### src/rtl/univ_reg_if.sv
// Handshake-free operand bus for univ_reg.
// The master drives the op controls; the slave returns register state.
interface univ_reg_if #(
    parameter int WIDTH = 8
);
    logic             en;
    logic [2:0]       mode;
    logic [WIDTH-1:0] d;
    logic             sin;
    logic [WIDTH-1:0] q;
    logic [WIDTH-1:0] q_;
    logic             co;
    logic             zero;

    modport master (
        output en,
        output mode,
        output d,
        output sin,
        input  q,
        input  q_,
        input  co,
        input  zero
    );

    modport slave (
        input  en,
        input  mode,
        input  d,
        input  sin,
        output q,
        output q_,
        output co,
        output zero
    );
endinterface

### src/rtl/univ_reg.sv
// Universal register: hold/load/shift/rotate/inc/dec/clear.
// Registered carry-out and zero flags; async active-high reset.
module univ_reg #(
    parameter int               WIDTH   = 8,
    parameter logic [WIDTH-1:0] RST_VAL = '0
) (
    input logic        clk,
    input logic        rst,
    univ_reg_if.slave  bus
);
    typedef enum logic [2:0] {
        M_HOLD = 3'b000,
        M_LOAD = 3'b001,
        M_SHL  = 3'b010,
        M_SHR  = 3'b011,
        M_INC  = 3'b100,
        M_DEC  = 3'b101,
        M_ROL  = 3'b110,
        M_CLR  = 3'b111
    } mode_e;

    mode_e            mode;
    logic [WIDTH-1:0] q_r;
    logic [WIDTH-1:0] q_nxt;
    logic             co_r;
    logic             co_nxt;
    logic             zero_r;
    logic [WIDTH:0]   inc_w;
    logic [WIDTH:0]   dec_w;

    assign mode = mode_e'(bus.mode);

    // Extra MSB captures carry out of inc and borrow out of dec.
    assign inc_w = {1'b0, q_r} + {{WIDTH{1'b0}}, 1'b1};
    assign dec_w = {1'b0, q_r} - {{WIDTH{1'b0}}, 1'b1};

    always_comb begin
        q_nxt  = q_r;
        co_nxt = co_r;
        if (bus.en) begin
            unique case (mode)
                M_HOLD: begin
                    q_nxt  = q_r;
                    co_nxt = co_r;
                end
                M_LOAD: begin
                    q_nxt  = bus.d;
                    co_nxt = 1'b0;
                end
                M_SHL: begin
                    q_nxt  = {q_r[WIDTH-2:0], bus.sin};
                    co_nxt = q_r[WIDTH-1];
                end
                M_SHR: begin
                    q_nxt  = {bus.sin, q_r[WIDTH-1:1]};
                    co_nxt = q_r[0];
                end
                M_INC: begin
                    q_nxt  = inc_w[WIDTH-1:0];
                    co_nxt = inc_w[WIDTH];
                end
                M_DEC: begin
                    q_nxt  = dec_w[WIDTH-1:0];
                    co_nxt = dec_w[WIDTH];
                end
                M_ROL: begin
                    q_nxt  = {q_r[WIDTH-2:0], q_r[WIDTH-1]};
                    co_nxt = q_r[WIDTH-1];
                end
                M_CLR: begin
                    q_nxt  = '0;
                    co_nxt = 1'b0;
                end
            endcase
        end
    end

    // zero tracks the value being written so it never lags q.
    always_ff @(posedge clk or posedge rst) begin
        if (rst) begin
            q_r    <= RST_VAL;
            co_r   <= 1'b0;
            zero_r <= (RST_VAL == '0);
        end else begin
            q_r    <= q_nxt;
            co_r   <= co_nxt;
            zero_r <= (q_nxt == '0);
        end
    end

    assign bus.q    = q_r;
    assign bus.q_   = ~q_r;
    assign bus.co   = co_r;
    assign bus.zero = zero_r;
endmodule

### src/flat_wrapper.sv
// flat-port wrapper written by rule: the top's interface ports become plain ports
module univ_reg_flat 
#(
    parameter int               WIDTH   = 8,
    parameter logic [WIDTH-1:0] RST_VAL = '0
)
  (clk, rst, bus_en, bus_mode, bus_d, bus_sin, bus_q, bus_q_, bus_co, bus_zero);
  univ_reg_if #(.WIDTH(WIDTH)) bus_i ();
  input logic clk;
  input logic rst;
  input wire logic [$bits(bus_i.en)-1:0] bus_en;
  input wire logic [$bits(bus_i.mode)-1:0] bus_mode;
  input wire logic [$bits(bus_i.d)-1:0] bus_d;
  input wire logic [$bits(bus_i.sin)-1:0] bus_sin;
  output wire logic [$bits(bus_i.q)-1:0] bus_q;
  output wire logic [$bits(bus_i.q_)-1:0] bus_q_;
  output wire logic [$bits(bus_i.co)-1:0] bus_co;
  output wire logic [$bits(bus_i.zero)-1:0] bus_zero;
  assign bus_i.en = bus_en;
  assign bus_i.mode = bus_mode;
  assign bus_i.d = bus_d;
  assign bus_i.sin = bus_sin;
  assign bus_q = bus_i.q;
  assign bus_q_ = bus_i.q_;
  assign bus_co = bus_i.co;
  assign bus_zero = bus_i.zero;
  univ_reg #(.WIDTH(WIDTH), .RST_VAL(RST_VAL)) u_core (.clk(clk), .rst(rst), .bus(bus_i));
endmodule
### config.mk
export PLATFORM = sky130hd
export DESIGN_NAME = univ_reg_flat
export DESIGN_NICKNAME = d
export VERILOG_FILES = /design/src/rtl/univ_reg_if.sv /design/src/rtl/univ_reg.sv /design/src/flat_wrapper.sv
export SDC_FILE = /design/constraint.sdc
export NUM_CORES = 1
export LEC_CHECK = 0
export ABC_AREA = 1
export ABC_CLOCK_PERIOD_IN_PS = 1500
export BUFFER_PORTS_ARGS = -buffer_cell sky130_fd_sc_hd__buf_2
export CELL_PAD_IN_SITES_DETAIL_PLACEMENT = 1
export CELL_PAD_IN_SITES_GLOBAL_PLACEMENT = 2
export CORE_UTILIZATION = 27
export CTS_BUF_LIST = sky130_fd_sc_hd__clkbuf_4
export CTS_CLUSTER_DIAMETER = 150
export DETAILED_ROUTE_END_ITERATION = 8
export PLACE_DENSITY_LB_ADDON = 0.1
export SLEW_MARGIN = 25
export SYNTH_ARGS = -nofsm -noshare
export SYNTH_HDL_FRONTEND = slang
export SYNTH_SLANG_ARGS = --single-unit
### constraint.sdc
create_clock -name clk -period 1.5 [get_ports clk]
set_clock_uncertainty 0.05 [all_clocks]
set_input_delay 0.225 -clock clk [delete_from_list [all_inputs] [get_ports clk]]
set_output_delay 0.225 -clock clk [all_outputs]
set_load 0.05 [all_outputs]
## After elaboration in Yosys (flattened, before gate mapping)

Cells that the tools add are included.

- Flip-flop bits (word level): 10
- Bits of input ports: 15

- Add/subtract/negate cells: 2
- Eq/ne operators: 7
- Multiplexer cells: 3
- Bitwise gates (word level): 2
- Reductions and logical operators: 5

Operators with widths:

| cell | number |
|---|---|
| one-hot mux 8 bit (8 select lines) | 1 |
| equality test 3 bit (second input constant) | 4 |
| adder 8 x 1 -> 9 bit (second input constant) | 1 |
| subtractor 8 x 1 -> 9 bit (second input constant) | 1 |
| logical NOT 8 bit | 1 |
| 2-to-1 mux 8 bit | 1 |
| inverter 8 bit | 1 |
| equality test 3 x 2 -> 1 bit (second input constant) | 2 |
| one-hot mux 1 bit (5 select lines) | 1 |
| OR reduction 2 bit | 2 |
| equality test 3 x 1 -> 1 bit (second input constant) | 1 |
| logical NOT 3 bit | 1 |
| AND reduction 2 bit | 1 |
| inverter 1 bit | 1 |

## Longest topological paths before layout

Gate-level depths: netlist (run 1).

- Depth in word-level cells: 4
- Mapped depth: 11
- Gate-level depth less buffers: 11

## Worst setup path before layout (run 1)

Ideal clock, no wire load.

- Path type: reg-to-reg
- From: register u_core.q_r[1] (netlist: u_core.bus.q[1])
- To: register u_core.zero_r (netlist: u_core.bus.zero)
- Library setup time: 0.067 ns
- Arrival time: 2.063 ns
- Data required time: 1.383 ns
- Path slack: -0.680 ns
- Cell stages (with the launch flop): 12
- Path buffers: 0
- Clock period less this slack: 2.180 ns
- Cell sequence: dfrtp_1 -> inv_1 -> ha_1 -> nand2_1 -> nor2_1 -> nand2_1 -> nand2_1 -> inv_1 -> nand3_1 -> nand2_1 -> nand4_1 -> nor2_1

- Cells in the longest elaborated chain, start to end: 4
- Elaborated cells between the ends (all ways): 5
- Those cells by class: add/sub (2); mux (2); reduce/logical (1)

Ends and longest elaborated chain:

| what | RTL line | source |
|---|---|---|
| start, declared | univ_reg.sv:23 | `logic [WIDTH-1:0] q_r;` |
| start signal, assigned | univ_reg.sv:85 | `q_r <= q_nxt;` |
| subtractor 8 x 1 -> 9 bit / adder 8 x 1 -> 9 bit (equally long branches) | univ_reg.sv:35, univ_reg.sv:34 |  |
| one-hot mux 8 bit (8 select lines) | univ_reg.sv:41 | `unique case (mode)` |
| 2-to-1 mux 8 bit (*) | univ_reg.sv:40 | `if (bus.en) begin` |
| logical NOT 8 bit (*) | univ_reg.sv:87 | `zero_r <= (q_nxt == '0);` |
| end signal, assigned | univ_reg.sv:83 | `zero_r <= (RST_VAL == '0);` |
| end signal, assigned | univ_reg.sv:87 |  |
| end, declared | univ_reg.sv:27 | `logic zero_r;` |

Mark *: on every way between the ends. The rest lies on a longest branch, timed or not.
A chain may end at the register's enable or synchronous reset.

## Worst setup path in the final report (run 1)

Same ends and word-level chain as after synthesis.

==> impl_metrics.py, run 1 <==
metrics = {
    "run_status": {
        "status": "complete, but fails checks",
        "violations": "setup timing",
    },
    "floorplanning": {
        "ioPinCount": 33,
        "row_count": 23,
        "coreArea_mm2": 0.004086,
        "fp.dieArea_mm2": 0.004638,
        "dieHeight_um": 68.11,
        "start_util": 0.2887,
        "fp.dieW_um": 68.11,
    },
    "timing": {
        "timing.hold.ws_ns": 0.2666,
        "finalCritPeriodShare": 1.090,
        "finalMaxSlewViolations": 0,
        "tightest_slew_ns": 0.4082,
        "hold_violations": 0,
        "rsz0062_at_grt": "yes",
        "fin_crit_ns": 1.635,
        "setup_ws_ns": -0.1354,
        "setup_viol": 6,
        "finalSetupTns_ns": -0.4360,
        "max_slew_margin": 0.7276,
        "fmax_mhz": 611.5,
    },
    "final_layout": {
        "fin_nets": 282,
        "area_growth_syn_to_layout_pct": 51.64,
        "final_common_cell": "nand2_1",
        "drive_above_1_share": 0.4242,
        "diodes": 0,
        "final_cell_mix": "51 x nand2_1, 32 x nand3_1, 30 x buf_4, 26 x buf_2, 25 x nor2_1",
    },
    "synth": {
        "yosysSeqAreaShare": 0.2131,
        "avgSynthCellArea_um2": 5.841,
        "syn-cell-area_mm2": 0.001180,
        "syn_nets": 219,
        "yosysWarnings": 0,
        "synthCells": 202,
        "synthDistinctLibCells": 24,
        "yosys_register_bits": 10,
    },
    "drt": {
        "drc": 0,
        "wl_per_cell_um": 15.59,
        "ant_nets": 0,
        "firstDrtPassIters": 4,
        "vias": 1541,
        "first_iter_violations": 46,
        "via_per_inst": 4.908,
        "wirelength_mm": 4.894,
    },
    "global_routing": {
        "antenna_found_initial": 0,
        "first_global_vias": 1508,
        "grt-ovfl-total": 0,
        "grt_max_degree": 11,
        "grt_pass1_wl_mm": 7.590,
        "grt_use_total": 0.2271,
    },
    "worst_setup_path": {
        "slowest_delay_ns": 0.47,
        "crit_arrival_ns": 1.79,
        "end_kind": "flop",
        "cp_cell_sequence": "clkinvlp_4 -> ha_4 -> nand2_4 -> nor2_4 -> nand2_2 -> nand2_1 -> inv_1 -> nand3_2 -> nand2_2 -> nand4_1 -> nor2_1",
        "start_kind": "flop",
        "worst-path-max-fanout": 6,
        "cp.required_ns": 1.65,
        "cpMostUsedCell": "nand2_2",
        "critPathKind": "flop to flop",
        "crit_slowest_cell": "dfrtp_4",
    },
    "pwr": {
        "vdd_drop_max_v": 0.0006065,
        "leakagePower_uw": 0.0008914,
        "p_per_area_mw_per_mm2": 1010,
    },
    "placement": {
        "port_buffers": 32,
        "dp_hpwl_mm": 3.840,
        "globalplace.congestion": 0.8236,
    },
    "clock_network": {
        "insertion_delay_ns": 0.27,
        "cts_buffers": 3,
        "cts.path.max_buffers": 2,
        "clkTransAtPathRegs_ns": 0.06,
        "cts_max_level": 1,
        "cts-root-buf": "clkbuf_4",
        "tritoncts": "done",
        "cts_num_sinks": 10,
    },
    "worst_hold_path": {
        "min_path_type": "input pin to flop",
    },
    "flow_run": {
        "maxCapViolations": 0,
    },
}
==> synthesized netlist by cell type <==
master    n  area [um^2]
dfrtp_1   9        225.2
nand2_1  58        217.7
inv_1    25        93.84
nand2_2   1        6.260
a21oi_1   9        45.04
buf_2     1        5.000
buf_4     2        15.01
ha_1      2        25.02
nand3_2   1        10.01
nor2_1   28        105.1
nand2_4   1        11.26
nand4_1   8        50.05
inv_2     1        3.750
inv_6     1        8.760
o21ai_0   6        30.03
nor2_2    3        18.77
nor3_1    1        5.000
o21ai_1   1        5.000
nand3_4   1        17.52
nand3_1  34        170.2
inv_4     1        6.260
dfstp_2   1        26.28
buf_6     5        56.30
nor2_4    2        22.52
==> worst max-delay path: cells and delay by family (launching register included) <==
| kind | cells | cell delay [ns] |
|---|---|---|
| adders and majority gates | 1 | 0.19 |
| and+or+nand+nor | 8 | 0.67 |
| buffers and inverters | 2 | 0.18 |
| DFF | 1 | 0.47 |
==> worst paths after layout <==
path	from	to	slack, ns	depth (start not counted)
worst max-delay path	u_core.bus.q[1]	u_core.bus.zero	-0.14	11
worst min-delay path	bus_d[1]	u_core.bus.q[1]	0.27	5
worst max register to register	u_core.bus.q[1]	u_core.bus.zero	-0.14	11
worst min register to register	u_core.bus.co	u_core.bus.co	0.47	2
max in group asynchronous	rst	u_core.bus.zero	0.63	3
min in group asynchronous	rst	u_core.bus.q[6]	0.44	3
==> layout make-up <==
cell class,instances,area (um^2)
fillers,568,2297
multi-input cells,156,818.3
repair buffers,66,484.2
flip-flops and latches,10,262.8
inverters,28,131.4
well taps,50,62.56
clock buffers,4,30.03
==> kinds of logic (layout without fill, tap and decap cells) <==
logic type	after synthesis	count (layout)	synth area share
adder cells (fa/ha/maj)	2	2	0.02121
AO/OA/AOI/OAI	16	16	0.06786
AND/OR/NAND/NOR	138	138	0.5376
flip-flops	10	10	0.2132
buffers and inverters	36	98	0.1601
==> state kept, by name (all words and copies together), names as in the netlist <==
name / flops
u_core.bus.zero: 1
u_core.bus.q: 8
u_core.bus.co: 1
==> metrics by stage <==
stage	area, um^2	setup WS, ns	instances	total power, uW	utilization
floorplan	1231	-0.3484	202	1092	-
global placement	1584	-0.08347	301	1416	0.3876
detailed placement	1584	-0.1322	301	1438	0.3876
CTS	1702	-0.08254	309	1732	0.4164
global route	1789	-0.2682	314	1925	0.4378
finish	1789	-0.1354	314	1808	0.4378
==> routing by layer <==
| metal | global-route usage | part of all wire |
|---|---|---|
| met1 | 0.2985 | 0.45 |
| met3 | 0.03333 | 0.030 |
| met4 | 0.03906 | 0.0072 |
| met5 | 0 | 0 |
| met2 | 0.3934 | 0.51 |
==> where the power goes <==
group / total, uW / internal (uW) / switching [uW]
sequential: 425 / 322 / 103
combinational: 1170 / 421 / 744
clock: 218 / 121 / 96.8
total: 1810 / 864 / 944
==> what timing repair did <==
action,in CTS,in global routing
hold buffers,1,0
pin swaps,5,11
setup buffers,3,5
resized for setup,18,16
hold endpoints to repair,9,0
setup endpoints to repair,9,10
No activity file was read; power rests on OpenSTA's default activity.
==> inputs of run 2 (changes only) <==
--- a/config.mk
+++ b/config.mk
@@ -15,6 +15,7 @@
 export CTS_CLUSTER_DIAMETER = 150
 export DETAILED_ROUTE_END_ITERATION = 8
 export PLACE_DENSITY_LB_ADDON = 0.1
+export RECOVER_POWER = 50
 export SLEW_MARGIN = 25
 export SYNTH_ARGS = -nofsm -noshare
 export SYNTH_HDL_FRONTEND = slang
==> impl_metrics.py, run 2 (synthesis gave the netlist of run 1 again) <==
metrics = {
    "pwr": {
        "p_switching_uw": 943.4,
        "switching_share": 0.5221,
        "p_per_area_mw_per_mm2": 1010,
        "finalPower_uw": 1807,
        "p_int_uw": 863.6,
        "vdd_drop_max_v": 0.0006059,
        "sequentialPowerShare": 0.235,
        "clkPwrFrac": 0.120,
        "power_frac_comb": 0.644,
        "leakagePower_uw": 0.0008918,
    },
    "worst_setup_path": {
        "critPathKind": "flop to flop",
        "crit_arrival_ns": 1.79,
        "cp-startpoint": "u_core.bus.q[1]",
        "timing.rr.start": "u_core.bus.q[1]",
        "cp.required_ns": 1.65,
        "start_kind": "flop",
        "end_kind": "flop",
        "worst-path-max-fanout": 6,
    },
    "timing": {
        "setup_ws_ns": -0.1349,
        "hold_violations": 0,
        "timing.hold.ws_ns": 0.2670,
        "fmax_mhz": 611.7,
        "setup_viol": 6,
        "tightest_slew_ns": 0.4090,
        "finalMaxSlewViolations": 0,
        "max_slew_margin": 0.7270,
        "fin_crit_ns": 1.635,
        "finalSetupTns_ns": -0.4384,
        "finalCritPeriodShare": 1.090,
        "rsz0062_at_grt": "yes",
    },
    "global_routing": {
        "grt_max_degree": 11,
        "grt_use_total": 0.2271,
        "antenna_found_initial": 0,
        "first_global_vias": 1508,
        "grt_pass1_wl_mm": 7.590,
        "grt-ovfl-total": 0,
    },
    "drt": {
        "wl_per_cell_um": 15.55,
        "wirelength_mm": 4.883,
        "first_iter_violations": 45,
        "firstDrtPassIters": 4,
        "vias": 1543,
        "via_per_inst": 4.914,
        "ant_nets": 0,
        "drc": 0,
    },
    "clock_network": {
        "tritoncts": "done",
        "cts.path.max_buffers": 2,
        "insertion_delay_ns": 0.27,
        "cts_buffers": 3,
        "cts_num_sinks": 10,
        "clkTransAtPathRegs_ns": 0.06,
        "cts-root-buf": "clkbuf_4",
        "cts_max_level": 1,
    },
    "floorplanning": {
        "start_util": 0.2887,
        "fp.dieArea_mm2": 0.004638,
        "fp.dieW_um": 68.11,
        "coreArea_mm2": 0.004086,
        "row_count": 23,
        "ioPinCount": 33,
        "dieHeight_um": 68.11,
    },
    "final_layout": {
        "multi_input_area_um2": 818.3,
        "drive_above_1_share": 0.4242,
        "fin_nets": 282,
        "area_growth_syn_to_layout_pct": 51.64,
        "seqCellArea_um2": 262.8,
        "nFillCells": 568,
        "final_common_cell": "nand2_1",
        "largest_register_ffs": 8,
        "final_cell_mix": "51 x nand2_1, 32 x nand3_1, 30 x buf_4, 25 x nor2_1, 23 x buf_2",
        "diodes": 0,
    },
    "worst_hold_path": {
        "min_path_type": "input pin to flop",
        "worstHoldStart": "bus_d[1]",
    },
    "run_status": {
        "status": "complete, but fails checks",
        "violations": "setup timing",
    },
    "placement": {
        "globalplace.congestion": 0.8236,
        "dp_hpwl_mm": 3.840,
        "place_ws_ns": -0.1322,
        "port_buffers": 32,
    },
    "flow_run": {
        "maxCapViolations": 0,
    },
}
[run 2: through the flow]
stage | util | instances | instance area, um^2
after global routing | 0.4378 | 314 | 1789
after detailed placement | 0.3876 | 301 | 1584
after CTS | 0.4164 | 309 | 1702
after global placement | 0.3876 | 301 | 1584
final | 0.4378 | 314 | 1789
after floorplan | - | 202 | 1231
[run 2: area by class of cell]
cell class,instances,area share
Clock buffer,4,0.01678
Inverter,28,0.07343
Multi-Input combinational cell,156,0.4573
Sequential cell,10,0.1469
Tap cell,50,0.03496
Timing Repair Buffer,66,0.2706
[run 2: path summary, 6_finish.rpt]
path	depth (start not counted)	endpoint	slack, ns
hold / removal	5	u_core.bus.q[1]	0.27
hold reg to reg	2	u_core.bus.co	0.47
setup reg to reg	11	u_core.bus.zero	-0.13
setup / recovery	11	u_core.bus.zero	-0.13
max in group asynchronous	3	u_core.bus.zero	0.63
min in group asynchronous	3	u_core.bus.q[6]	0.44
[run 2: critical path: stages, from the launching register on]
cell and delay [ns]:
dfrtp_4 0.48, clkinvlp_4 0.12, ha_4 0.19, nand2_4 0.08, nor2_4 0.04, nand2_2 0.08
nand2_1 0.05, inv_1 0.06, nand3_2 0.07, nand2_2 0.07, nand4_1 0.14, nor2_1 0.14
[run 2: timing repair]
action	4_1_cts	5_1_grt
gates resized for setup	18	16
setup buffers	3	5
pin swaps	5	11
setup endpoints to repair	9	10
endpoints found under the hold margin	9	0
hold buffers	1	0
gates cloned	0	0
[run 2: power groups by stage]
stage          clock, uW  sequential [uW]  combinational (uW)
4_1_cts              224              416                1090
5_1_grt              239              432                1250
2_1_floorplan          0              530                 562
3_3_place_gp           0              421                 995
6_report             218              425                1160
3_5_place_dp           0              425                1010
[run 2: routing by layer]
layer  GRT usage  vias up  share of wire
met4     0.03906        0         0.0072
li1            -      776              -
met5           0        -              0
met2      0.3934       31           0.51
met1      0.2985      734           0.44
met3     0.03333        2          0.035
